File: src/rtl/ctrl_fsm_pkg.sv
// Shared types and constants for the multi-cycle control unit.
package ctrl_fsm_pkg;

    typedef enum logic [2:0] {
        StIdle   = 3'd0,
        StFetch  = 3'd1,
        StDecode = 3'd2,
        StExec   = 3'd3,
        StMem    = 3'd4,
        StWb     = 3'd5,
        StErr    = 3'd6
    } state_e;

    typedef enum logic [2:0] {
        ClsLoad,
        ClsStore,
        ClsIalu,
        ClsBeq,
        ClsRalu
    } cls_e;

    localparam logic [6:0] OpLoad  = 7'b0000011;
    localparam logic [6:0] OpStore = 7'b0100011;
    localparam logic [6:0] OpIalu  = 7'b0010011;
    localparam logic [6:0] OpBeq   = 7'b1100011;
    localparam logic [6:0] OpRalu  = 7'b0110011;

    localparam logic [1:0] AluAdd    = 2'b00;
    localparam logic [1:0] AluBranch = 2'b01;
    localparam logic [1:0] AluFunct  = 2'b10;

    function automatic logic isMemCls(cls_e cls);
        return (cls == ClsLoad) || (cls == ClsStore);
    endfunction

endpackage

File: src/rtl/ctrl_fsm_if.sv
// Control-unit bundle: run/opcode/memory-ready inputs and the datapath control outputs.
interface ctrl_fsm_if;
    logic       run_i;
    logic [6:0] op_i;
    logic       noop_i;
    logic       mem_ready_i;
    logic       pc_write_o;
    logic       ir_write_o;
    logic [1:0] alu_op_o;
    logic       alu_src_o;
    logic       reg_write_o;
    logic       mem_to_reg_o;
    logic       mem_read_o;
    logic       mem_write_o;
    logic       branch_o;
    logic       retire_o;
    logic       busy_o;
    logic       err_o;
    logic [2:0] state_o;

    modport master (
        input  run_i, op_i, noop_i, mem_ready_i,
        output pc_write_o, ir_write_o, alu_op_o, alu_src_o, reg_write_o, mem_to_reg_o,
        output mem_read_o, mem_write_o, branch_o, retire_o, busy_o, err_o, state_o
    );

    modport slave (
        output run_i, op_i, noop_i, mem_ready_i,
        input  pc_write_o, ir_write_o, alu_op_o, alu_src_o, reg_write_o, mem_to_reg_o,
        input  mem_read_o, mem_write_o, branch_o, retire_o, busy_o, err_o, state_o
    );
endinterface

File: src/rtl/ctrl_decode.sv
// Opcode to instruction-class decoder; unknown opcodes map to RALU and raise illegal_o.
module ctrl_decode
    import ctrl_fsm_pkg::*;
(
    input  logic [6:0] op_i,
    output cls_e       cls_o,
    output logic       illegal_o
);

    always_comb begin
        cls_o     = ClsRalu;
        illegal_o = 1'b0;
        unique case (op_i)
            OpLoad:  cls_o = ClsLoad;
            OpStore: cls_o = ClsStore;
            OpIalu:  cls_o = ClsIalu;
            OpBeq:   cls_o = ClsBeq;
            OpRalu:  cls_o = ClsRalu;
            default: illegal_o = 1'b1;
        endcase
    end

endmodule

File: src/rtl/ctrl_fsm.sv
// Multi-cycle main control FSM (FETCH/DECODE/EXEC/MEM/WB) with memory-wait timeout.
// Define CTRL_FSM_ILLEGAL_EN to trap unknown opcodes into ERR.
module ctrl_fsm
    import ctrl_fsm_pkg::*;
#(
    parameter int unsigned MEM_WAIT_MAX = 15,
    parameter int unsigned WAIT_W       = $clog2(MEM_WAIT_MAX + 1)
) (
    input logic         clk_i,
    input logic         rst_i,
    ctrl_fsm_if.master  bus
);

    state_e            stateQ, stateD, endState;
    cls_e              clsQ, clsD, decCls;
    logic [WAIT_W-1:0] cntQ, cntD;
    logic              decIllegal, illegalTrap, memLimit;

    logic       pcWrite, irWrite, aluSrc, regWrite, memToReg;
    logic       memRead, memWrite, branch, retire, busy, err;
    logic [1:0] aluOp;

    ctrl_decode u_decode (
        .op_i      (bus.op_i),
        .cls_o     (decCls),
        .illegal_o (decIllegal)
    );

`ifdef CTRL_FSM_ILLEGAL_EN
    assign illegalTrap = decIllegal;
`else
    // Legacy build: unknown opcodes simply run as RALU.
    assign illegalTrap = 1'b0;
    logic unusedIllegal;
    assign unusedIllegal = decIllegal;
`endif

    always_ff @(posedge clk_i) begin
        if (rst_i) begin
            stateQ <= StIdle;
            clsQ   <= ClsRalu;
            cntQ   <= '0;
        end else begin
            stateQ <= stateD;
            clsQ   <= clsD;
            cntQ   <= cntD;
        end
    end

    always_comb begin
        stateD   = stateQ;
        clsD     = clsQ;
        cntD     = '0;
        pcWrite  = 1'b0;
        irWrite  = 1'b0;
        aluOp    = AluAdd;
        aluSrc   = 1'b0;
        regWrite = 1'b0;
        memToReg = 1'b0;
        memRead  = 1'b0;
        memWrite = 1'b0;
        branch   = 1'b0;
        retire   = 1'b0;
        busy     = (stateQ != StIdle);
        err      = 1'b0;
        endState = bus.run_i ? StFetch : StIdle;
        memLimit = (cntQ == WAIT_W'(MEM_WAIT_MAX));

        unique case (stateQ)
            StIdle: begin
                if (bus.run_i) stateD = StFetch;
            end
            StFetch: begin
                memRead = 1'b1;
                if (bus.mem_ready_i) begin
                    irWrite = 1'b1;
                    pcWrite = 1'b1;
                    stateD  = StDecode;
                end else if (memLimit) begin
                    stateD = StErr;
                end
            end
            StDecode: begin
                clsD = decCls;
                if (bus.noop_i) begin
                    stateD = endState;
                end else if (illegalTrap) begin
                    stateD = StErr;
                end else begin
                    stateD = StExec;
                end
            end
            StExec: begin
                unique case (clsQ)
                    ClsBeq: begin
                        aluOp  = AluBranch;
                        branch = 1'b1;
                        retire = 1'b1;
                        stateD = endState;
                    end
                    ClsRalu: begin
                        aluOp  = AluFunct;
                        stateD = StWb;
                    end
                    default: begin
                        aluOp  = AluAdd;
                        aluSrc = 1'b1;
                        stateD = isMemCls(clsQ) ? StMem : StWb;
                    end
                endcase
            end
            StMem: begin
                memRead  = (clsQ == ClsLoad);
                memWrite = (clsQ != ClsLoad);
                if (bus.mem_ready_i) begin
                    if (clsQ == ClsLoad) begin
                        stateD = StWb;
                    end else begin
                        retire = 1'b1;
                        stateD = endState;
                    end
                end else if (memLimit) begin
                    stateD = StErr;
                end
            end
            StWb: begin
                regWrite = 1'b1;
                memToReg = (clsQ == ClsLoad);
                retire   = 1'b1;
                stateD   = endState;
            end
            StErr: begin
                err = 1'b1;
            end
            default: begin
                stateD = StIdle;
            end
        endcase

        // Count only while parked in a memory state; any entry restarts from zero.
        if ((stateQ == StFetch || stateQ == StMem) && stateD == stateQ) begin
            cntD = cntQ + WAIT_W'(1);
        end

        // Nothing may fire in the cycle a reset is being applied.
        if (rst_i) begin
            pcWrite  = 1'b0;
            irWrite  = 1'b0;
            aluOp    = AluAdd;
            aluSrc   = 1'b0;
            regWrite = 1'b0;
            memToReg = 1'b0;
            memRead  = 1'b0;
            memWrite = 1'b0;
            branch   = 1'b0;
            retire   = 1'b0;
            busy     = 1'b0;
            err      = 1'b0;
        end
    end

    assign bus.pc_write_o   = pcWrite;
    assign bus.ir_write_o   = irWrite;
    assign bus.alu_op_o     = aluOp;
    assign bus.alu_src_o    = aluSrc;
    assign bus.reg_write_o  = regWrite;
    assign bus.mem_to_reg_o = memToReg;
    assign bus.mem_read_o   = memRead;
    assign bus.mem_write_o  = memWrite;
    assign bus.branch_o     = branch;
    assign bus.retire_o     = retire;
    assign bus.busy_o       = busy;
    assign bus.err_o        = err;
    assign bus.state_o      = stateQ;

endmodule

File: src/flat_wrapper.sv
// flat-port wrapper written by rule: the top's interface ports become plain ports
module ctrl_fsm_flat import ctrl_fsm_pkg::*;
#(
    parameter int unsigned MEM_WAIT_MAX = 15,
    parameter int unsigned WAIT_W       = $clog2(MEM_WAIT_MAX + 1)
)
  (clk_i, rst_i, bus_run_i, bus_op_i, bus_noop_i, bus_mem_ready_i, bus_pc_write_o, bus_ir_write_o, bus_alu_op_o, bus_alu_src_o, bus_reg_write_o, bus_mem_to_reg_o, bus_mem_read_o, bus_mem_write_o, bus_branch_o, bus_retire_o, bus_busy_o, bus_err_o, bus_state_o);
  ctrl_fsm_if bus_i ();
  input logic clk_i;
  input logic rst_i;
  input wire logic [$bits(bus_i.run_i)-1:0] bus_run_i;
  input wire logic [$bits(bus_i.op_i)-1:0] bus_op_i;
  input wire logic [$bits(bus_i.noop_i)-1:0] bus_noop_i;
  input wire logic [$bits(bus_i.mem_ready_i)-1:0] bus_mem_ready_i;
  output wire logic [$bits(bus_i.pc_write_o)-1:0] bus_pc_write_o;
  output wire logic [$bits(bus_i.ir_write_o)-1:0] bus_ir_write_o;
  output wire logic [$bits(bus_i.alu_op_o)-1:0] bus_alu_op_o;
  output wire logic [$bits(bus_i.alu_src_o)-1:0] bus_alu_src_o;
  output wire logic [$bits(bus_i.reg_write_o)-1:0] bus_reg_write_o;
  output wire logic [$bits(bus_i.mem_to_reg_o)-1:0] bus_mem_to_reg_o;
  output wire logic [$bits(bus_i.mem_read_o)-1:0] bus_mem_read_o;
  output wire logic [$bits(bus_i.mem_write_o)-1:0] bus_mem_write_o;
  output wire logic [$bits(bus_i.branch_o)-1:0] bus_branch_o;
  output wire logic [$bits(bus_i.retire_o)-1:0] bus_retire_o;
  output wire logic [$bits(bus_i.busy_o)-1:0] bus_busy_o;
  output wire logic [$bits(bus_i.err_o)-1:0] bus_err_o;
  output wire logic [$bits(bus_i.state_o)-1:0] bus_state_o;
  assign bus_i.run_i = bus_run_i;
  assign bus_i.op_i = bus_op_i;
  assign bus_i.noop_i = bus_noop_i;
  assign bus_i.mem_ready_i = bus_mem_ready_i;
  assign bus_pc_write_o = bus_i.pc_write_o;
  assign bus_ir_write_o = bus_i.ir_write_o;
  assign bus_alu_op_o = bus_i.alu_op_o;
  assign bus_alu_src_o = bus_i.alu_src_o;
  assign bus_reg_write_o = bus_i.reg_write_o;
  assign bus_mem_to_reg_o = bus_i.mem_to_reg_o;
  assign bus_mem_read_o = bus_i.mem_read_o;
  assign bus_mem_write_o = bus_i.mem_write_o;
  assign bus_branch_o = bus_i.branch_o;
  assign bus_retire_o = bus_i.retire_o;
  assign bus_busy_o = bus_i.busy_o;
  assign bus_err_o = bus_i.err_o;
  assign bus_state_o = bus_i.state_o;
  ctrl_fsm #(.MEM_WAIT_MAX(MEM_WAIT_MAX), .WAIT_W(WAIT_W)) u_core (.clk_i(clk_i), .rst_i(rst_i), .bus(bus_i));
endmodule
File: config.mk
export PLATFORM = sky130hd
export DESIGN_NAME = ctrl_fsm_flat
export DESIGN_NICKNAME = d
export VERILOG_FILES = /design/src/rtl/ctrl_fsm_pkg.sv /design/src/rtl/ctrl_fsm_if.sv /design/src/rtl/ctrl_decode.sv /design/src/rtl/ctrl_fsm.sv /design/src/flat_wrapper.sv
export SDC_FILE = /design/constraint.sdc
export NUM_CORES = 1
export LEC_CHECK = 0
export CAP_MARGIN = 15
export CORE_MARGIN = 2
export CORE_UTILIZATION = 35
export CTS_BUF_LIST = sky130_fd_sc_hd__clkbuf_8
export CTS_CLUSTER_SIZE = 28
export DETAILED_ROUTE_END_ITERATION = 12
export GPL_ROUTABILITY_DRIVEN = 0
export GPL_TIMING_DRIVEN = 1
export PLACE_DENSITY = 0.62
export SYNTH_ARGS = -nofsm -noshare
export SYNTH_HDL_FRONTEND = slang
export SYNTH_SLANG_ARGS = --single-unit
File: constraint.sdc
create_clock -name clk_i -period 3.9 [get_ports clk_i]
set_input_delay 0.78 -clock clk_i [delete_from_list [all_inputs] [get_ports clk_i]]
set_output_delay 0.78 -clock clk_i [all_outputs]
set_load 0.05 [all_outputs]
# Yosys cells after proc, flatten, opt, wreduce, memory -nomap -nowiden
# Index checks and enable logic that the tools add are counted.
totals:
  register_bits: 10
  out_inout_bits: 16
classes:
  add_sub_neg: 1
  eq_ne: 15
  muxes: 38
  bitwise: 1
  reduce_logical: 9
ops:
  columns: ["operator", "n"]
  rows:
  - ["$mux W1", 24]
  - ["$pmux W3 S7", 1]
  - ["$mux W3", 6]
  - ["$eq A3 B3 Y1 const B", 4]
  - ["$pmux W3 S4", 1]
  - ["$eq A3 B2 Y1 const B", 3]
  - ["$eq A7 B2 Y1 const B", 1]
  - ["$eq A7 B5 Y1 const B", 1]
  - ["$eq A7 B6 Y1 const B", 1]
  - ["$eq A7 B7 Y1 const B", 1]
  - ["$eq A3 B1 Y1 const B", 2]
  - ["$logic_not A3 Y1", 2]
  - ["$pmux W3 S2", 1]
  - ["$reduce_bool A3 Y1", 2]
  - ["$add A4 B1 Y4 const B", 1]
  - ["$eq A4 B4 Y1 const B", 1]
  - ["$mux W2", 2]
  - ["$pmux W2 S2", 1]
  - ["$reduce_or A2 Y1", 2]
  - ["$eq A3 B3 Y1", 1]
  - ["$pmux W1 S3", 1]
  - ["$logic_or A1 B1 Y1", 2]
  - ["$pmux W1 S2", 1]
  - ["$logic_and A1 B1 Y1", 1]
  - ["$not A1 Y1", 1]

# Longest topological paths before layout
depth:
  word_depth: 9
  ltp_mapped: 6

# By module
# A second synthesis with hierarchy kept.
unflattened:
  cells_unflattened: 101
  hier_area_um2: 752.0
by_module_without_submodules:
  columns: ["module", "n_inst", "cells_each", "area_each_um2"]
  rows:
  - ["ctrl_fsm", 1, 91, 685.7]
  - ["ctrl_decode", 1, 10, 66.3]

# Worst setup path after synthesis
# OpenSTA, ideal clock, no wires.
synth_path:
  path_kind: "input to output"
  start: "input port rst_i"
  end: "output port bus_mem_write_o"
  arrival_ns: 2.507
  t_required_ns: 3.120
  setup_slack_ns: 0.613
  cell_stages: 2
  n_path_buf: 1
  path_cell_list: "clkbuf_1 > nor4_1"
synth_via:
  elab_chain_len: 1
synth_rtl:
  columns: ["element", "line_no", "text"]
  rows:
  - ["from (decl)", "flat_wrapper.sv:10", "input logic rst_i;"]
  - ["$mux W1", "ctrl_fsm.sv:146", "if (rst_i) begin"]
  - ["to (decl)", "flat_wrapper.sv:22", "output wire logic [$bits(bus_i.mem_write_o)-1:0] bus_mem_write_o;"]
# No other way between the ends.

# Final worst setup path
layout_path:
  start: "input port rst_i"
  end: "output port bus_alu_src_o"
layout_via:
  elab_chain_len: 1
layout_rtl:
  columns: ["element", "line_no", "text"]
  rows:
  - ["$mux W1", "ctrl_fsm.sv:146", null]
  - ["to (decl)", "flat_wrapper.sv:18", "output wire logic [$bits(bus_i.alu_src_o)-1:0] bus_alu_src_o;"]
# No other way between the ends.

==> flow_summary.toml <==
[clock_tree]
clkLatencyLatePin_ns = 0.24
path_clk_slew_ns = 0.04
ctsResizeCount = 0
clk_path_buf_depth = 2
cts_buffers = 3
cts_sinks = 10
postCtsSetupBuffers = 0
ctsHoldBuffers = 0
cts_tree = "yes"
cts_root_buf = "clkbuf_8"
htreeDepth = 1

[die]
fp.dieW_um = 49.8
die_h_um = 49.8
dieArea_um2 = 2480
core_area_um2 = 1980
initial_core_util_pct = 37.1
row_count = 16
io_pins = 28

[critical_path]
required_ns = 3.12
endpoint = "bus_alu_src_o"
cp-startpoint = "rst_i"
regToRegEndpoint = "u_core.clsQ[1]"
path_max_fanout = 8
timing.critical_path.from_type = "primary input"
regToRegSetupSlack_ns = 2.26
reg2reg_depth = 4
worstSetupEndpointType = "output pin"
worstSetupPathType = "in -> out"
worstPathArrival_ns = 2.72
r2r-start = "u_core.bus.state_o[1]"

[route]
first_iter_violations = 26
drc = 0
firstDrtPassIters = 4
ant_nets = 0
via_per_inst = 5.59
num_vias = 821
routedWlPerCell_um = 13.1
wirelength_um = 1920

[run_status]
status = "finished, final reports clean"

[yosys]
synth_top_area_cell = "dfxtp_1"
synth_top_area_share_pct = 27.2
syn_area_um2 = 736
syn_avg_cell_area_um2 = 7.74
synth_flop_cell = "dfxtp_1"
synth_warnings = 0
synth.most_common_cell = "nor2_1"
ys_top_cells_by_area = "dfxtp_1 27%, nor2_1 5.6%, nand3_1 4.8%"
synthDistinctLibCells = 37
ys_ff_latch = 10
yosysSeqAreaShare_pct = 27.2
synth-edff-count = 0
ys_top_cells_by_count = "11 x nor2_1, 10 x dfxtp_1, 7 x nand3_1"
syn-num-nets = 108
syn-instance-count = 95
async_reset_ff_share_pct = 0

[timing]
period_needed_ns = 3.50
relSlewSlack_pct = 66.5
max_freq_mhz = 286
fin_skew_ns = 0.000955
setup_viol = 0
rsz0062_at_grt = "false"
worst_pin_slew_ns = 0.500
final_max_slew_viol_count = 0
hold_viol_final = 0
finalCritPeriodShare_pct = 89.6
tns_ns = 0

[grt]
grt_pass1_vias = 764
grt_pass1_wl_um = 3350
grt_overflow_total = 0
antenna_found_initial = 0
grt_max_degree = 16
grt_use_total_pct = 17.4

[power_and_ir_drop]
p_leak_nw = 0.358
power_density_nw_per_um2 = 270
ir_drop_uv = 186

[finish]
drive_gt1_share_pct = 10.0
num_antenna_cells = 0
fin_nets = 135
final_cells = 147
area_delta_synth_final_pct = 44.2
utilization_pct = 53.5

[run]
cap_viol_max_count = 0

[placement]
numPortBuffers = 27
detailed_place_hpwl_um = 1470
dp.cells = 144

[worst_hold_path]
holdCritPathClass = "reg -> reg"
-- stage by stage --
stage / power (W) / setup WS (ns) / hold WS [ns] / cell area [um^2]
2_1_floorplan: 0.000155 / 0.613 / 0.429 / 736
4_1_cts: 0.000289 / 0.406 / 0.459 / 1060
3_3_place_gp: 0.000181 / 0.480 / 0.446 / 1020
5_1_grt: 0.000300 / 0.323 / 0.498 / 1060
3_5_place_dp: 0.000181 / 0.426 / 0.453 / 1020
6_report: 0.000287 / 0.405 / 0.458 / 1060
-- worst min path at each step --
| stage | from | end | depth (start not counted) |
|---|---|---|---|
| 3_5_place_dp | u_core.cntQ[0] | u_core.cntQ[0] | 1 |
| 5_1_grt | u_core.cntQ[0] | u_core.cntQ[0] | 1 |
| 6_report | u_core.cntQ[0] | u_core.cntQ[0] | 1 |
| 3_3_place_gp | u_core.cntQ[0] | u_core.cntQ[0] | 1 |
| 2_1_floorplan | u_core.cntQ[0] | u_core.cntQ[0] | 1 |
| 4_1_cts | u_core.cntQ[0] | u_core.cntQ[0] | 1 |
-- worst max-delay path, cell delays in order --
cell and delay, ns:
clkdlybuf4s50_1 0.55, nand3b_1 0.31, nor3b_1 0.25, clkdlybuf4s50_1 0.83
-- state kept, by name, indices dropped and copies added, names as in the netlist --
name,flops
u_core.cntQ,4
u_core.bus.state_o,3
u_core.clsQ,3
-- routing by layer --
layer	global-route usage, %	part of all wire, %	up-vias
li1	-	-	408
met2	25.3	42	47
met5	0	0	-
met3	3.94	7.3	5
met1	24.5	49	361
met4	6.94	1.9	0
-- power by group --
part           switching (W)  leakage [nW]  internal, W  total [W]
Sequential        0.00000645        0.0810     0.000105   0.000112
Clock              0.0000397        0.0216    0.0000675   0.000107
Combinational      0.0000374         0.256    0.0000308  0.0000682
-- cell usage in the layout, fill, tap and decap left out, types with 2 or more instances in the layout --
cell type        instances
a31oi_1                  3
a22oi_1                  2
nand3_1                  7
clkbuf_8                 3
inv_1                    3
a21oi_1                  4
nor3_1                   5
nor2_1                  11
o211ai_1                 3
nor3b_1                  2
and3_1                   2
nand2b_1                 2
nor4_1                   5
dfxtp_1                 10
nand3b_1                 3
nand2_1                  4
clkdlybuf4s50_1         27
buf_4                    2
nor2b_1                  4
-- area by class of cell --
class / count / area [um^2]
multi-input combinational: 75 / 489
tap: 27 / 33.8
sequential: 10 / 200
clock buffer: 3 / 41.3
fill: 182 / 921
timing repair buffer: 29 / 285
inverter: 3 / 11.3
-- cell families (layout without fill, tap and decap cells) --
kind of cell             after synthesis  in the layout  synth area share (%)
AND/OR/NAND/NOR                       50             50                  38.4
XOR/XNOR                               2              2                  2.38
AO/OA/AOI/OAI                         21             21                  22.6
flip-flops                            10             10                  27.2
adder cells (fa/ha/maj)                1              1                  1.70
multiplexers                           1              1                  1.36
buffers and inverters                 10             35                  6.29
No activity file was read; power rests on OpenSTA's default activity.
